[config.mk]
export PLATFORM = sky130hd
export DESIGN_NAME = bp_me_stream_pump_out_flat
export DESIGN_NICKNAME = d
export VERILOG_FILES = /design/src/rtl/bp_me_stream_pump_out_pkg.sv /design/src/rtl/bp_me_stream_pump_out_if.sv /design/src/rtl/bp_me_stream_pump_out_control.sv /design/src/rtl/bp_me_stream_pump_out_fifo.sv /design/src/rtl/bp_me_stream_pump_out.sv /design/src/flat_wrapper.sv
export SDC_FILE = /design/constraint.sdc
export NUM_CORES = 1
export LEC_CHECK = 0
export BUFFER_PORTS_ARGS = -buffer_cell sky130_fd_sc_hd__buf_2
export CAP_MARGIN = 40
export CORE_MARGIN = 3
export CORE_UTILIZATION = 46
export DETAILED_ROUTE_END_ITERATION = 16
export PLACE_DENSITY = 0.81
export SETUP_SLACK_MARGIN = 0.2
export SLEW_MARGIN = 20
export SYNTH_ARGS = -nofsm -noshare
export SYNTH_HDL_FRONTEND = slang
export SYNTH_SLANG_ARGS = --single-unit
[constraint.sdc]
create_clock -name clk_i -period 7.97 [get_ports clk_i]
set_input_delay 1.1955 -clock clk_i [delete_from_list [all_inputs] [get_ports clk_i]]
set_output_delay 1.1955 -clock clk_i [all_outputs]
set_load 0.01 [all_outputs]
[src/rtl/bp_me_stream_pump_out_pkg.sv]
// rtl/bp_me_stream_pump_out_pkg.sv - shared types, widths and helpers for the outbound stream pump
//
// Purpose: BedRock header layout, message type/size encodings, stream geometry
// constants, per-type stream mask helpers and the message-size helper used by
// the pump and its bench.
package bp_me_stream_pump_out_pkg;

  localparam int paddr_width_p          = 40;
  localparam int payload_width_p        = 16;
  localparam int stream_data_width_p    = 64;
  localparam int block_width_p          = 512;
  localparam int msg_type_count_lp      = 16;

  localparam int stream_words_lp        = block_width_p / stream_data_width_p;
  localparam int stream_cnt_width_lp    = (stream_words_lp > 1) ? $clog2(stream_words_lp) : 1;
  localparam int stream_bytes_lp        = stream_data_width_p / 8;
  localparam int stream_offset_width_lp = $clog2(stream_bytes_lp);
  localparam int block_offset_width_lp  = $clog2(block_width_p / 8);

  typedef enum logic [3:0] {
    e_bedrock_mem_rd    = 4'd0,
    e_bedrock_mem_wr    = 4'd1,
    e_bedrock_mem_uc_rd = 4'd2,
    e_bedrock_mem_uc_wr = 4'd3,
    e_bedrock_mem_pre   = 4'd4,
    e_bedrock_mem_amo   = 4'd5
  } bedrock_msg_e;

  typedef enum logic [2:0] {
    e_bedrock_msg_size_1   = 3'd0,
    e_bedrock_msg_size_2   = 3'd1,
    e_bedrock_msg_size_4   = 3'd2,
    e_bedrock_msg_size_8   = 3'd3,
    e_bedrock_msg_size_16  = 3'd4,
    e_bedrock_msg_size_32  = 3'd5,
    e_bedrock_msg_size_64  = 3'd6,
    e_bedrock_msg_size_128 = 3'd7
  } bedrock_size_e;

  typedef struct packed {
    logic [payload_width_p-1:0] payload;
    bedrock_size_e              size;
    logic [paddr_width_p-1:0]   addr;
    bedrock_msg_e               msg_type;
  } bedrock_header_s;

  localparam int header_width_lp = $bits(bedrock_header_s);

  // How one FSM beat maps onto the outbound channel for the current message.
  typedef enum logic [1:0] {
    e_pump_1to1 = 2'd0,
    e_pump_1ton = 2'd1,
    e_pump_nto1 = 2'd2
  } pump_mode_e;

  localparam logic [msg_type_count_lp-1:0] mem_rd_stream_mask    = 16'b1 << e_bedrock_mem_rd;
  localparam logic [msg_type_count_lp-1:0] mem_wr_stream_mask    = 16'b1 << e_bedrock_mem_wr;
  localparam logic [msg_type_count_lp-1:0] mem_uc_rd_stream_mask = 16'b1 << e_bedrock_mem_uc_rd;
  localparam logic [msg_type_count_lp-1:0] mem_uc_wr_stream_mask = 16'b1 << e_bedrock_mem_uc_wr;

  // Beats in the message minus one; sub-beat sizes collapse to a single beat
  // and anything larger than a block is clipped to one block.
  function automatic logic [stream_cnt_width_lp-1:0] stream_size(input bedrock_size_e size);
    int beats;
    beats = (1 << int'(size)) / stream_bytes_lp;
    if (beats < 1) beats = 1;
    if (beats > stream_words_lp) beats = stream_words_lp;
    return stream_cnt_width_lp'(beats - 1);
  endfunction

endpackage

[src/rtl/bp_me_stream_pump_out_if.sv]
// rtl/bp_me_stream_pump_out_if.sv - outbound BedRock stream channel
//
// Purpose: one outbound stream beat (header, data, last) with valid/ready_and
// handshake.
// Ports (master drives): header, data, v, last; (slave drives): ready_and.
interface bp_me_stream_pump_out_if;
  import bp_me_stream_pump_out_pkg::*;

  bedrock_header_s                header;
  logic [stream_data_width_p-1:0] data;
  logic                           v;
  logic                           last;
  logic                           ready_and;

  modport master (output header, output data, output v, output last, input ready_and);
  modport slave  (input header, input data, input v, input last, output ready_and);

endinterface

[src/rtl/bp_me_stream_pump_out_control.sv]
// rtl/bp_me_stream_pump_out_control.sv - wrapping beat counter with first/last tracking
//
// Purpose: tracks the beat index within a block and the position inside the
// current message.
// Ports: clk_i, reset_i; size_i (beats-1), cnt_load_i (critical word offset),
// en_i (advance one beat); cnt_o (current beat index), first_o, last_o.
module bp_me_stream_pump_out_control
  import bp_me_stream_pump_out_pkg::*;
(
  input  logic                           clk_i,
  input  logic                           reset_i,
  input  logic [stream_cnt_width_lp-1:0] size_i,
  input  logic [stream_cnt_width_lp-1:0] cnt_load_i,
  input  logic                           en_i,
  output logic [stream_cnt_width_lp-1:0] cnt_o,
  output logic                           first_o,
  output logic                           last_o
);

  logic                           first_r;
  logic [stream_cnt_width_lp-1:0] cnt_r;
  logic [stream_cnt_width_lp-1:0] done_r;

  // On the first beat the index comes straight from the address so the
  // critical word is presented without waiting for a load cycle.
  assign first_o = first_r;
  assign cnt_o   = first_r ? cnt_load_i : cnt_r;
  assign last_o  = (done_r == size_i);

  always_ff @(posedge clk_i) begin
    if (reset_i) begin
      first_r <= 1'b1;
      cnt_r   <= '0;
      done_r  <= '0;
    end else if (en_i) begin
      cnt_r <= (cnt_o == stream_cnt_width_lp'(stream_words_lp - 1))
             ? '0 : cnt_o + stream_cnt_width_lp'(1);
      if (last_o) begin
        first_r <= 1'b1;
        done_r  <= '0;
      end else begin
        first_r <= 1'b0;
        done_r  <= done_r + stream_cnt_width_lp'(1);
      end
    end
  end

endmodule

[src/rtl/bp_me_stream_pump_out_fifo.sv]
// rtl/bp_me_stream_pump_out_fifo.sv - two-entry registered output buffer
//
// Purpose: decouples the pump from the network with one cycle of latency and
// full throughput.
// Ports: clk_i, reset_i; data_i/v_i/ready_o (enqueue side, ready_o is
// registered); data_o/v_o/yumi_i (dequeue side, yumi_i only when v_o).
module bp_me_stream_pump_out_fifo #(
  parameter int width_p = 1
)
(
  input  logic               clk_i,
  input  logic               reset_i,
  input  logic [width_p-1:0] data_i,
  input  logic               v_i,
  output logic               ready_o,
  output logic [width_p-1:0] data_o,
  output logic               v_o,
  input  logic               yumi_i
);

  logic [width_p-1:0] mem_r [2];
  logic               wptr_r;
  logic               rptr_r;
  logic               full_r;
  logic               empty_r;
  logic               enq;
  logic               deq;

  assign ready_o = ~full_r;
  assign v_o     = ~empty_r;
  assign data_o  = mem_r[rptr_r];
  assign enq     = v_i & ~full_r;
  assign deq     = yumi_i & ~empty_r;

  always_ff @(posedge clk_i) begin
    if (enq) begin
      mem_r[wptr_r] <= data_i;
    end
  end

  always_ff @(posedge clk_i) begin
    if (reset_i) begin
      wptr_r  <= 1'b0;
      rptr_r  <= 1'b0;
      full_r  <= 1'b0;
      empty_r <= 1'b1;
    end else begin
      if (enq) wptr_r <= ~wptr_r;
      if (deq) rptr_r <= ~rptr_r;
      // Simultaneous enqueue and dequeue leave the occupancy unchanged.
      if (enq & ~deq) begin
        empty_r <= 1'b0;
        full_r  <= ~empty_r;
      end else if (deq & ~enq) begin
        full_r  <= 1'b0;
        empty_r <= ~full_r;
      end
    end
  end

endmodule

[src/rtl/bp_me_stream_pump_out.sv]
// rtl/bp_me_stream_pump_out.sv - FSM-to-BedRock outbound stream pump
//
// Purpose: accepts header/data beats from an engine FSM and drives the outbound
// stream through a two-entry buffer, expanding (1:N) or collapsing (N:1) beats
// according to the per-type masks.
// Ports: clk_i, reset_i; fsm_header_i/fsm_data_i/fsm_v_i/fsm_ready_and_o (FSM
// beat handshake); fsm_addr_o, fsm_cnt_o, fsm_new_o, fsm_last_o (beat position
// for the FSM); msg (outbound stream, master side).
module bp_me_stream_pump_out
  import bp_me_stream_pump_out_pkg::*;
#(
  parameter logic [msg_type_count_lp-1:0] msg_stream_mask_p = '0,
  parameter logic [msg_type_count_lp-1:0] fsm_stream_mask_p = msg_stream_mask_p
)
(
  input  logic                           clk_i,
  input  logic                           reset_i,
  input  bedrock_header_s                fsm_header_i,
  input  logic [stream_data_width_p-1:0] fsm_data_i,
  input  logic                           fsm_v_i,
  output logic                           fsm_ready_and_o,
  output logic [paddr_width_p-1:0]       fsm_addr_o,
  output logic [stream_cnt_width_lp-1:0] fsm_cnt_o,
  output logic                           fsm_new_o,
  output logic                           fsm_last_o,
  bp_me_stream_pump_out_if.master        msg
);

  localparam int fifo_width_lp = header_width_lp + stream_data_width_p + 1;

  logic [stream_cnt_width_lp-1:0] stream_size_li;
  logic [stream_cnt_width_lp-1:0] cnt_load_li;
  logic                           fsm_stream;
  logic                           msg_stream;
  pump_mode_e                     mode;
  logic                           cnt_en;
  logic                           fifo_v_li;
  logic                           fifo_ready_lo;
  logic                           fifo_last_li;
  logic                           fifo_v_lo;
  logic                           fifo_yumi_li;
  logic [fifo_width_lp-1:0]       fifo_data_li;
  logic [fifo_width_lp-1:0]       fifo_data_lo;

  assign stream_size_li = stream_size(fsm_header_i.size);
  assign fsm_stream     = fsm_stream_mask_p[fsm_header_i.msg_type] & (stream_size_li != '0);
  assign msg_stream     = msg_stream_mask_p[fsm_header_i.msg_type] & (stream_size_li != '0);
  assign mode           = (msg_stream & ~fsm_stream) ? e_pump_1ton
                        : (fsm_stream & ~msg_stream) ? e_pump_nto1
                        : e_pump_1to1;

  // Critical-word offset: the beat index the message starts from.
  assign cnt_load_li = fsm_header_i.addr[stream_offset_width_lp +: stream_cnt_width_lp];

  bp_me_stream_pump_out_control control (
    .clk_i      (clk_i),
    .reset_i    (reset_i),
    .size_i     (stream_size_li),
    .cnt_load_i (cnt_load_li),
    .en_i       (cnt_en),
    .cnt_o      (fsm_cnt_o),
    .first_o    (fsm_new_o),
    .last_o     (fsm_last_o)
  );

  assign fsm_addr_o = {fsm_header_i.addr[paddr_width_p-1:block_offset_width_lp],
                       fsm_cnt_o,
                       fsm_header_i.addr[stream_offset_width_lp-1:0]};

  always_comb begin
    fifo_v_li       = 1'b0;
    fifo_last_li    = fsm_last_o;
    fsm_ready_and_o = 1'b0;
    cnt_en          = 1'b0;
    unique case (mode)
      // One FSM beat is replayed into every msg beat; the FSM is only released
      // once the final copy is enqueued.
      e_pump_1ton: begin
        fifo_v_li       = fsm_v_i;
        fsm_ready_and_o = fifo_ready_lo & fsm_last_o;
        cnt_en          = fsm_v_i & fifo_ready_lo;
      end
      // Only the last FSM beat reaches the buffer; earlier beats are consumed
      // without looking at buffer space.
      e_pump_nto1: begin
        fifo_v_li       = fsm_v_i & fsm_last_o;
        fifo_last_li    = 1'b1;
        fsm_ready_and_o = ~fsm_last_o | fifo_ready_lo;
        cnt_en          = fsm_v_i & fsm_ready_and_o;
      end
      default: begin
        fifo_v_li       = fsm_v_i;
        fsm_ready_and_o = fifo_ready_lo;
        cnt_en          = fsm_v_i & fifo_ready_lo;
      end
    endcase
    if (reset_i) begin
      fifo_v_li       = 1'b0;
      fsm_ready_and_o = 1'b0;
      cnt_en          = 1'b0;
    end
  end

  assign fifo_data_li = {fsm_header_i, fsm_data_i, fifo_last_li};

  bp_me_stream_pump_out_fifo #(
    .width_p (fifo_width_lp)
  ) buffer (
    .clk_i   (clk_i),
    .reset_i (reset_i),
    .data_i  (fifo_data_li),
    .v_i     (fifo_v_li),
    .ready_o (fifo_ready_lo),
    .data_o  (fifo_data_lo),
    .v_o     (fifo_v_lo),
    .yumi_i  (fifo_yumi_li)
  );

  assign fifo_yumi_li = fifo_v_lo & msg.ready_and;
  assign msg.v        = fifo_v_lo;
  assign {msg.header, msg.data, msg.last} = fifo_data_lo;

endmodule

[src/flat_wrapper.sv]
// flat-port wrapper written by rule: the top's interface ports become plain ports
module bp_me_stream_pump_out_flat import bp_me_stream_pump_out_pkg::*;
#(
  parameter logic [msg_type_count_lp-1:0] msg_stream_mask_p = '0,
  parameter logic [msg_type_count_lp-1:0] fsm_stream_mask_p = msg_stream_mask_p
)
  (clk_i, reset_i, fsm_header_i, fsm_data_i, fsm_v_i, fsm_ready_and_o, fsm_addr_o, fsm_cnt_o, fsm_new_o, fsm_last_o, msg_header, msg_data, msg_v, msg_last, msg_ready_and);
  bp_me_stream_pump_out_if msg_i ();
  input  logic clk_i;
  input  logic reset_i;
  input  bedrock_header_s fsm_header_i;
  input  logic [stream_data_width_p-1:0] fsm_data_i;
  input  logic fsm_v_i;
  output logic fsm_ready_and_o;
  output logic [paddr_width_p-1:0] fsm_addr_o;
  output logic [stream_cnt_width_lp-1:0] fsm_cnt_o;
  output logic fsm_new_o;
  output logic fsm_last_o;
  output wire logic [$bits(msg_i.header)-1:0] msg_header;
  output wire logic [$bits(msg_i.data)-1:0] msg_data;
  output wire logic [$bits(msg_i.v)-1:0] msg_v;
  output wire logic [$bits(msg_i.last)-1:0] msg_last;
  input wire logic [$bits(msg_i.ready_and)-1:0] msg_ready_and;
  assign msg_header = msg_i.header;
  assign msg_data = msg_i.data;
  assign msg_v = msg_i.v;
  assign msg_last = msg_i.last;
  assign msg_i.ready_and = msg_ready_and;
  bp_me_stream_pump_out #(.msg_stream_mask_p(msg_stream_mask_p), .fsm_stream_mask_p(fsm_stream_mask_p)) u_core (.clk_i(clk_i), .reset_i(reset_i), .fsm_header_i(fsm_header_i), .fsm_data_i(fsm_data_i), .fsm_v_i(fsm_v_i), .fsm_ready_and_o(fsm_ready_and_o), .fsm_addr_o(fsm_addr_o), .fsm_cnt_o(fsm_cnt_o), .fsm_new_o(fsm_new_o), .fsm_last_o(fsm_last_o), .msg(msg_i));
endmodule
**Word-level counts from Yosys, hierarchy flattened**

Memory sizes are Yosys's and may differ from the RTL's. A register that Yosys moved wholly into a read port is not among the register bits.
Cells that the tools add are included.
Widths: inputs -> output; s select.

- Add/sub/neg operators: 4
- Order comparisons: 2
- Eq/ne operators: 2
- Shifts and indexed selects: 1
- Multiplexer cells: 17
- Bitwise operators: 13
- Reductions and logical operators: 2

Operators with widths:

| operator | number |
|---|---|
| $add 32x1->32 | 1 |
| $gt 32x5->1 const B | 1 |
| $lt 32x2->1 const B | 1 |
| $mux 32 | 1 |
| $shl 1x3->32 const A | 1 |
| $mux 1 | 12 |
| $mux 3 | 4 |
| $and 1x1->1 | 7 |
| $add 3x1->3 const B | 2 |
| $not 1->1 | 6 |
| $eq 3x3->1 | 1 |
| $eq 3x3->1 const B | 1 |
| $reduce_or 3->1 | 1 |
| $sub 3x2->3 const B | 1 |
| $reduce_bool 2->1 | 1 |

- Flip-flop bits (word level): 11
- RAM bits: 256
- Output and inout port bits: 175
- Word-level logic and storage cells: 49
- Memories: 1

Memory list:

| name | words | width | rd ports | clocked after memory_dff | write ports | line | text |
|---|---|---|---|---|---|---|---|
| u_core.buffer.mem_r | 2 | 128 | 1 | 1 | 1 | bp_me_stream_pump_out_fifo.sv:21 | `logic [width_p-1:0] mem_r [2];` |

**Depth between registers and ports, before layout**

Gate-level depths: netlist (run 1).

- Word-level depth: 11
- Gate-level depth with buffers: 6

**By module**

From an unflattened synthesis (run 1), not the netlist that was laid out.

- Cells, all modules: 514
- Area total of the unflattened synthesis: 10299.9 um2

Modules (own cells, without submodules):

| module | instances | cells each | area each (um2) |
|---|---|---|---|
| bp_me_stream_pump_out_fifo | 1 | 422 | 9527.9 |
| bp_me_stream_pump_out_control | 1 | 42 | 401.6 |
| bp_me_stream_pump_out | 1 | 50 | 370.4 |

**Least setup slack after synthesis (run 1)**

No wires, ideal clock.

- Path type: in2reg
- Start point: input port reset_i
- End point: memory u_core.buffer.mem_r[0][0] in the netlist's numbering, enable pin
- Setup time: 618 ps
- Data arrival time: 7074 ps
- Slack: 278 ps
- Stages on the path: 3
- Path buffers: 1
- Cells stage by stage: or3b_4 -> buf_6 -> nor2_1

- Cells in the longest elaborated chain, start to end: 4

RTL lines:

| element | line | text |
|---|---|---|
| start, declared | flat_wrapper.sv:10 | `input logic reset_i;` |
| $mux 1 | bp_me_stream_pump_out.sv:97 | `if (reset_i) begin` |
| $and 1x1->1 | bp_me_stream_pump_out_fifo.sv:32 | `assign enq = v_i & ~full_r;` |
| $mux 1 | bp_me_stream_pump_out_fifo.sv:36 | `if (enq) begin` |
| $mux 1 (implied by the code) | bp_me_stream_pump_out_fifo.sv:37 | `mem_r[wptr_r] <= data_i;` |
| end, declared | bp_me_stream_pump_out_fifo.sv:21 |  |

No other way between the ends.

==> impl_metrics.toml, run 1 <==
[cts]
clock_path_buffers = 3
cts_root_buf = "clkbuf_16"
path_clk_slew_ps = 60
cts_tree = "yes"
cts_buffers = 27
worstSkewPairLatency_ps = 520
clkSinkCount = 268
cts_setup_buffers = 0
h-tree-depth = 1
cts_resized = 0
postCtsHoldBufs = 0

[power]
p_seq_share_pct = 54.0
p_switching_uw = 647
p_int_mw = 2.35
pwr-share-comb_pct = 9.1
ir_worst_vdd_mv = 0.238
power_density_mw_per_mm2 = 239
design_power_total_mw = 2.99
clkPwrFrac_pct = 36.9
switching_share_pct = 21.6
leakage_nw = 4.72

[logic_synthesis]
netlist_area_sq_mm = 0.0101
ys_ff_latch = 268
synth_edf_count = 256
synthCells = 505
avgSynthCellArea_sq_um = 20.1
ys.warnings.count = 0
ys_types = 31
synth_flop_cell = "edfxtp_1"
ys_async_sr_fraction_pct = 0
yosysSeqAreaShare_pct = 78.3
syn_nets = 640

[die]
die_w_um = 154
dieArea_sq_mm = 0.0238
fp-row-count = 53
io_pins = 306
placeableCoreArea_sq_mm = 0.0214
initial_utilization_pct = 47.4
die_h_um = 154

[timing]
finalCritPeriodShare_pct = 46.0
fin_setup_tns_ps = 0
max_clock_freq_ghz = 0.273
slew_headroom_pct = 44.8
slew_viol_final = 0
layout_min_cycle_time_ps = 3670
tightest_slew_ps = 828
layout_setup_ws_ps = 4300
skew_ps = 9.96
rsz0062_at_grt = "no"
worst_hold_slack_ps = 467
finalHoldViolCount = 0
setup_violations = 0

[global_route]
gr-total-overflow = 0
grt_first_pass_wirelength_um = 30300
track_usage_pct = 15.8
grt_pass1_vias = 5726
grt_max_degree = 108
antenna_found_initial = 2

[routing]
drc = 0
via_per_inst = 4.98
num_vias = 5411
route.met2.wl_um = 9740
wl_met3_um = 1660
drt_iter0_drc = 189
routedWlPerCell_um = 18.3
top_layer = "met5"
first_pass_iters = 4
wl_met1_um = 7780
drt_wl_total_um = 19800
postRouteAntennaNets = 0

[place]
place_ws_ps = 4410
gp_congestion = 0.765
dp.cells = 1034
hpwl_um = 13200
port_buffers = 305

[cells_and_area]
final_cells = 1087
area_growth_pct = 23.7
fin_nets = 925
drive_gt1_share_pct = 59.7
sequential_cell_area_sq_mm = 0.00793
multi_input_area_sq_mm = 0.00182
fillers = 1631

[setup_path]
worstRegToRegCells = 3
required_ps = 6770
arrival_ps = 2470
reg2reg_from = "u_core.buffer.full_r$_SDFFE_PP0P_"
r2r_end = "u_core.buffer.mem_r[0][98]$_DFFE_PP_"
crit_fanout = 57
worst_setup_path_end_kind = "output pin"
r2r_slack_ps = 5500
crit_type = "flop to output pin"
cp-start-kind = "flop"

[run_status]
status = "complete, no violations"

[min_path]
hp-class = "flop to flop"
hold_start = "u_core.buffer.rptr_r$_SDFFE_PP0P_"
min_path_cells = 2

[run]
maxCapViolCount = 0
==> how the worst max path moves through the flow <==
stage | startpoint | to | slack (ps) | depth (start not counted)
5_1_grt | flop | msg_header[14] | 4170 | 5
6_report | flop | msg_header[61] | 4300 | 5
3_3_place_gp | reset_i | u_core.buffer.mem_r[1][29]$_DFFE_PP_ | 4340 | 4
4_1_cts | flop | msg_header[57] | 3950 | 4
3_5_place_dp | fsm_header_i[46] | fsm_last_o | 4410 | 3
2_1_floorplan | reset_i | u_core.buffer.mem_r[0][0]$_DFFE_PP_ | 280 | 3
==> state kept, by name (all words and copies together), names as in the netlist, named ones only <==
| register | cells |
|---|---|
| u_core.buffer.mem_r | 256 |
| u_core.buffer.empty_r | 1 |
| u_core.buffer.full_r | 1 |
| u_core.control.first_o | 1 |
| u_core.control.cnt_r | 3 |
| u_core.buffer.rptr_r | 1 |
| u_core.buffer.wptr_r | 1 |
| u_core.control.done_r | 3 |
==> metrics by stage <==
stage	cell area, sq um	util [%]
floorplan	10100	-
global placement	11700	54.6
detailed placement	11700	54.9
CTS	12500	58.5
global route	12500	58.7
finish	12500	58.7
==> cells in the final DEF, fill, tap and decap left out, types with 2 or more instances in the layout <==
| cell | n |
|---|---|
| ha_1 | 4 |
| nand3b_1 | 4 |
| clkbuf_1 | 8 |
| nor2_1 | 6 |
| buf_2 | 305 |
| a21oi_1 | 6 |
| clkbuf_16 | 27 |
| inv_1 | 2 |
| edfxtp_1 | 256 |
| buf_16 | 3 |
| clkinv_2 | 4 |
| dfxtp_1 | 11 |
| clkinv_1 | 10 |
| buf_4 | 2 |
| nor3_2 | 2 |
| mux2_2 | 131 |
| nand2_1 | 8 |
==> cells in the mapped netlist, types with 2 or more instances <==
master	instances	area share, %
edfxtp_1	256	76
mux2_2	131	15
inv_1	2	0.074
nand3b_1	4	0.30
buf_2	14	0.69
a21oi_1	6	0.30
nor3_2	2	0.20
nand2_1	8	0.30
buf_4	40	3.0
dfxtp_1	12	2.4
ha_1	4	0.49
nor2_1	7	0.26
==> routing by layer <==
| layer | global-route usage, % | vias to the layer above |
|---|---|---|
| li1 | - | 2501 |
| met1 | 19.3 | 2635 |
| met2 | 27.1 | 221 |
| met3 | 4.56 | 50 |
| met4 | 5.34 | 4 |
| met5 | 0 | - |
==> power by group through the flow <==
stage | Clock, mW | Sequential (mW) | Combinational [mW]
floorplan | 0 | 1.65 | 0.157
global placement | 0 | 1.65 | 0.257
detailed placement | 0 | 1.65 | 0.265
CTS | 1.14 | 1.62 | 0.267
global route | 1.20 | 1.62 | 0.294
finish | 1.11 | 1.62 | 0.271
==> cell families after synthesis <==
| group | share of synthesized area (%) |
|---|---|
| fa+ha+maj | 0.494 |
| simple gates | 1.75 |
| compound gates | 0.853 |
| mux | 14.6 |
| xor+xnor | 0.173 |
| buf+inv | 3.88 |
| flops | 78.3 |
==> worst max-delay path, cell delays in order, from the launching register on <==
cell     delay (ps)
dfxtp_4         410
buf_16          270
buf_4           410
buf_16          260
mux2_2          370
buf_2           150
==> area by class of cell <==
class / instances / share of cell area (%)
flip-flops and latches: 268 / 63.3
multi-input cells: 179 / 14.5
clock buffers: 34 / 5.60
clock inverters: 16 / 0.589
diodes: 1 / 0.0200
inverters: 2 / 0.0599
repair buffers: 312 / 13.2
well taps: 275 / 2.75
Power figures use the tool's default switching activity.
==> run 2: changes to the inputs <==
clock period = 3.1 ns   (was 7.97 ns; I/O delays follow)
==> impl_metrics.toml, run 2 (synthesis gave the netlist of run 1 again) <==
[die]
fp-row-count = 53
placeableCoreArea_sq_mm = 0.0214
die_h_um = 154
dieArea_sq_mm = 0.0238
initial_utilization_pct = 47.4
io_pins = 306
die_w_um = 154

[power]
power_density_mw_per_mm2 = 624
leakage_nw = 4.80
design_power_total_mw = 7.92
ir_worst_vdd_mv = 0.458

[routing]
num_vias = 5496
drt_wl_total_um = 20200
via_per_inst = 5.01
routedWlPerCell_um = 18.4
drt_iter0_drc = 285
drc = 0
first_pass_iters = 5
postRouteAntennaNets = 0

[timing]
max_clock_freq_ghz = 0.389
slew_headroom_pct = 51.7
finalHoldViolCount = 0
skew_ps = 15.4
setup_violations = 0
tightest_slew_ps = 715
finalCritPeriodShare_pct = 83.0
fin_setup_tns_ps = 0
rsz0062_at_grt = "no"
layout_min_cycle_time_ps = 2570
slew_viol_final = 0

[setup_path]
crit_type = "flop to output pin"
worstRegToRegCells = 3
r2r_slack_ps = 1090
arrival_ps = 2110
cp-start-kind = "flop"
required_ps = 2630
worst_setup_path_end_kind = "output pin"
reg2reg_from = "u_core.buffer.full_r$_SDFFE_PP0P_"
r2r_end = "u_core.buffer.mem_r[0][105]$_DFFE_PP_"
crit_fanout = 44

[global_route]
grt_first_pass_wirelength_um = 30400
antenna_found_initial = 8
grt_pass1_vias = 5775
grt_max_degree = 49
gr-total-overflow = 0
track_usage_pct = 16.0

[cts]
h-tree-depth = 1
clkSinkCount = 268
clock_path_buffers = 3
worstSkewPairLatency_ps = 530
path_clk_slew_ps = 60
cts_setup_buffers = 0
cts_resized = 0
cts_buffers = 27
cts_root_buf = "clkbuf_16"
cts_tree = "yes"
postCtsHoldBufs = 0

[min_path]
min_path_cells = 1
hp-class = "input pin to flop"
holdPathEnd = "u_core.buffer.mem_r[1][59]$_DFFE_PP_"
hold_start = "fsm_data_i[58]"

[place]
port_buffers = 305
gp_congestion = 0.755
hpwl_um = 13800

[cells_and_area]
layout_common_cells = "305 x buf_2, 256 x edfxtp_1, 131 x mux2_2"
reg_top3 = "u_core.buffer.mem_r (256), u_core.control.cnt_r (3), u_core.control.done_r (3)"
final_common_cell = "buf_2"
fillers = 1607
top_register = "u_core.buffer.mem_r"
fin_nets = 930
area_growth_pct = 25.2
drive_gt1_share_pct = 61.0
largest_register_ffs = 256
postLayoutCoreUtil_pct = 59.4

[run]
maxCapViolCount = 0

[run_status]
status = "complete, no violations"
[run 2: cell types whose count changed in the layout (fill, tap and decap cells not counted), sizes merged]
cell      before  now
buf          311  317
diode          1    5
clkinv        14   11
clkbuf        35   37
bufinv         0    1
clkinvlp       1    0
[run 2: where the power goes]
part / internal (mW) / switching [mW]
clock: 1.77 / 1.28
sequential: 4.12 / 0.0489
combinational: 0.332 / 0.368
total: 6.22 / 1.70
[run 2: final cells by class]
type                            instances  area, sq um  area share (%)
Antenna cell                            5         12.5          0.0987
Clock buffer                           37          743            5.86
Clock inverter                         13          103           0.809
Inverter                                2         7.51          0.0592
Multi-Input combinational cell        179         1820            14.4
Sequential cell                       268         7930            62.6
Tap cell                              275          344            2.71
Timing Repair Buffer                  317         1720            13.5
[run 2: how the worst max path moves through the flow]
stage                     slack, ps  depth (start not counted)     from                              endpoint
after floorplan                -190                          3  reset_i   u_core.buffer.mem_r[0][0]$_DFFE_PP_
after global placement          780                          4  reset_i  u_core.buffer.mem_r[0][11]$_DFFE_PP_
after detailed placement        730                          4  reset_i  u_core.buffer.mem_r[0][11]$_DFFE_PP_
after CTS                       440                          3     flop                        msg_header[60]
after global routing            420                          3     flop                          msg_data[61]
final                           530                          3     flop                        msg_header[55]
[run 2: per-layer routing]
| metal | GRT usage, % | up-vias | wire length [um] |
|---|---|---|---|
| li1 | - | 2520 | - |
| met1 | 19.2 | 2696 | 7730 |
| met5 | 0 | - | 41 |
| met2 | 27.4 | 220 | 10100 |
| met4 | 6.39 | 8 | 713 |
| met3 | 4.53 | 52 | 1550 |
[run 2: worst max-delay path: stages (launching register included)]
cell and delay [ps]:
dfxtp_4 700, buf_12 310, mux2_2 380, buf_2 150
[run 2: metrics by stage]
| stage | hold slack [ps] | cells | area (sq um) | setup slack (ps) |
|---|---|---|---|---|
| 2_1_floorplan | 448 | 505 | 10100 | -188 |
| 3_3_place_gp | 458 | 1041 | 11800 | 782 |
| 3_5_place_dp | 467 | 1041 | 11800 | 729 |
| 4_1_cts | 95.8 | 1091 | 12700 | 442 |
| 5_1_grt | 104 | 1095 | 12700 | 417 |
| 6_report | 126 | 1096 | 12700 | 527 |
==> run 3: changes to the inputs <==
clock period = 2.1 ns   (was 3.1 ns; I/O delays follow)
==> impl_metrics.toml, run 3 (synthesis gave the netlist of run 1 again) <==
[global_route]
grt_pass1_vias = 6588
antenna_found_initial = 1
grt_use_met2_pct = 34.4
grt_first_pass_wirelength_um = 35500
gr-total-overflow = 0
grt_use_met1_pct = 21.6
grt_max_degree = 69
track_usage_pct = 18.6
grt_util_met3_pct = 4.34
grt.busiest_layer = "met2"

[place]
placed_cell_area_sq_mm = 0.0118
hpwl_um = 13400
port_buffers = 305
place_ws_ps = 193
dp.cells = 1044
gp_congestion = 0.780

[cts]
cts_root_buf = "clkbuf_16"
h-tree-depth = 1
path_clk_slew_ps = 60
clkSinkCount = 268
clock_path_buffers = 3
cts_buffers = 27
worstSkewPairLatency_ps = 520
cts_tree = "yes"

[power]
p_seq_share_pct = 50.8
p_int_mw = 9.45
clkPwrFrac_pct = 35.9
p_switching_mw = 2.64
leakage_nw = 5.85
ir_worst_vdd_mv = 0.743
power_density_mw_per_mm2 = 809
switching_share_pct = 21.8
pwr-share-comb_pct = 13.2

[setup_path]
crit_fanout = 15
worst_setup_path_end_kind = "output pin"
cp-start-kind = "flop"
crit_type = "flop to output pin"
required_ps = 1780
arrival_ps = 1730

[cells_and_area]
fin_nets = 1068
final_common_cell = "edfxtp_1"
fillers = 1304
multi_input_area_sq_mm = 0.00215
sequential_cell_area_sq_mm = 0.00795
largest_register_ffs = 256
area_growth_pct = 47.5
fin_area_sq_mm = 0.0149
reg_top3 = "u_core.buffer.mem_r (256), u_core.control.cnt_r (3), u_core.control.done_r (3)"
top_register = "u_core.buffer.mem_r"
drive_gt1_share_pct = 53.9
final_cells = 1228
layout_common_cells = "256 x edfxtp_1, 221 x buf_2, 122 x dlygate4sd3_1"

[routing]
first_pass_iters = 4
drt_wl_total_um = 25300
via_per_inst = 5.02
routedWlPerCell_um = 20.6
drt_iter0_drc = 304
num_vias = 6163
postRouteAntennaNets = 0
drc = 0

[die]
placeableCoreArea_sq_mm = 0.0214
dieArea_sq_mm = 0.0238
initial_utilization_pct = 47.4
die_w_um = 154
fp-row-count = 53
io_pins = 306
die_h_um = 154

[timing]
skew_ps = 8.02
slew_headroom_pct = 65.4
finalCritPeriodShare_pct = 97.5
max_clock_freq_ghz = 0.489
rsz0062_at_grt = "yes"
layout_min_cycle_time_ps = 2050
setup_violations = 0
finalHoldViolCount = 0
layout_setup_ws_ps = 53.5
tightest_slew_ps = 514
slew_viol_final = 0

[run_status]
status = "complete, no violations"

[min_path]
hp-class = "input pin to flop"

[run]
maxCapViolCount = 0
[run 3: cell count changes in the layout (fill, tap and decap cells not counted), sizes merged]
cell / change
clkinvlp: +1
dlygate4sd3: +122
diode: -4
clkbuf: -1
buf: +14
inv: -1
clkinv: +1
[run 3: path summary, 6_finish.rpt]
kind	slack [ps]	endpoint	start	depth (start not counted)
worst max-delay path	50	msg_data[30]	flop	4
worst max register to register	340	u_core.buffer.mem_r[0][15]$_DFFE_PP_	u_core.buffer.full_r$_SDFFE_PP0P_	3
worst min-delay path	30	u_core.buffer.mem_r[0][86]$_DFFE_PP_	fsm_header_i[21]	1
worst min register to register	470	u_core.buffer.empty_r$_SDFFE_PP1P_	u_core.buffer.full_r$_SDFFE_PP0P_	1
[run 3: repair_timing]
action | CTS | global route
endpoints found under the setup margin | 129 | 131
pin swaps | 2 | 0
resized for setup | 45 | 162
cloned | 2 | 2
hold endpoints to repair | 244 | 0
hold buffers | 122 | 0
setup buffers | 9 | 0
[run 3: through the flow]
step	hold slack [ps]	utilization, %	power (mW)	TNS [ps]
4_1_cts	1.19	66.4	11.9	0
2_1_floorplan	414	-	6.84	-200750
3_3_place_gp	450	55.5	7.28	0
6_report	25.4	70.0	12.1	0
5_1_grt	-4.37	70.0	12.5	-21.7
3_5_place_dp	463	55.5	7.31	0
[run 3: worst max-delay path, stage by stage, from the launching register on]
cell and delay [ps]:
dfxtp_4 390, buf_12 150, buf_16 160, mux2_2 350
buf_2 150
[run 3: area by class of cell]
| class | count | area share (%) |
|---|---|---|
| clock buffers | 34 | 4.70 |
| flip-flops and latches | 268 | 53.2 |
| inverters | 2 | 0.0502 |
| well taps | 275 | 2.30 |
| repair buffers | 455 | 24.8 |
| diodes | 1 | 0.0167 |
| multi-input cells | 179 | 14.4 |
| clock inverters | 14 | 0.586 |
[run 3: power by group through the flow]
stage / Combinational (mW) / Clock, mW / Sequential [mW]
2_1_floorplan: 0.598 / 0 / 6.24
3_3_place_gp: 1.03 / 0 / 6.24
3_5_place_dp: 1.06 / 0 / 6.26
4_1_cts: 1.35 / 4.42 / 6.13
5_1_grt: 1.69 / 4.67 / 6.16
6_report: 1.60 / 4.34 / 6.15
[run 3: per-layer routing]
metal | vias up | share of wire [%]
li1 | 2784 | -
met1 | 3075 | 37
met2 | 249 | 54
met3 | 55 | 6.8
met4 | 0 | 2.6
met5 | - | 0
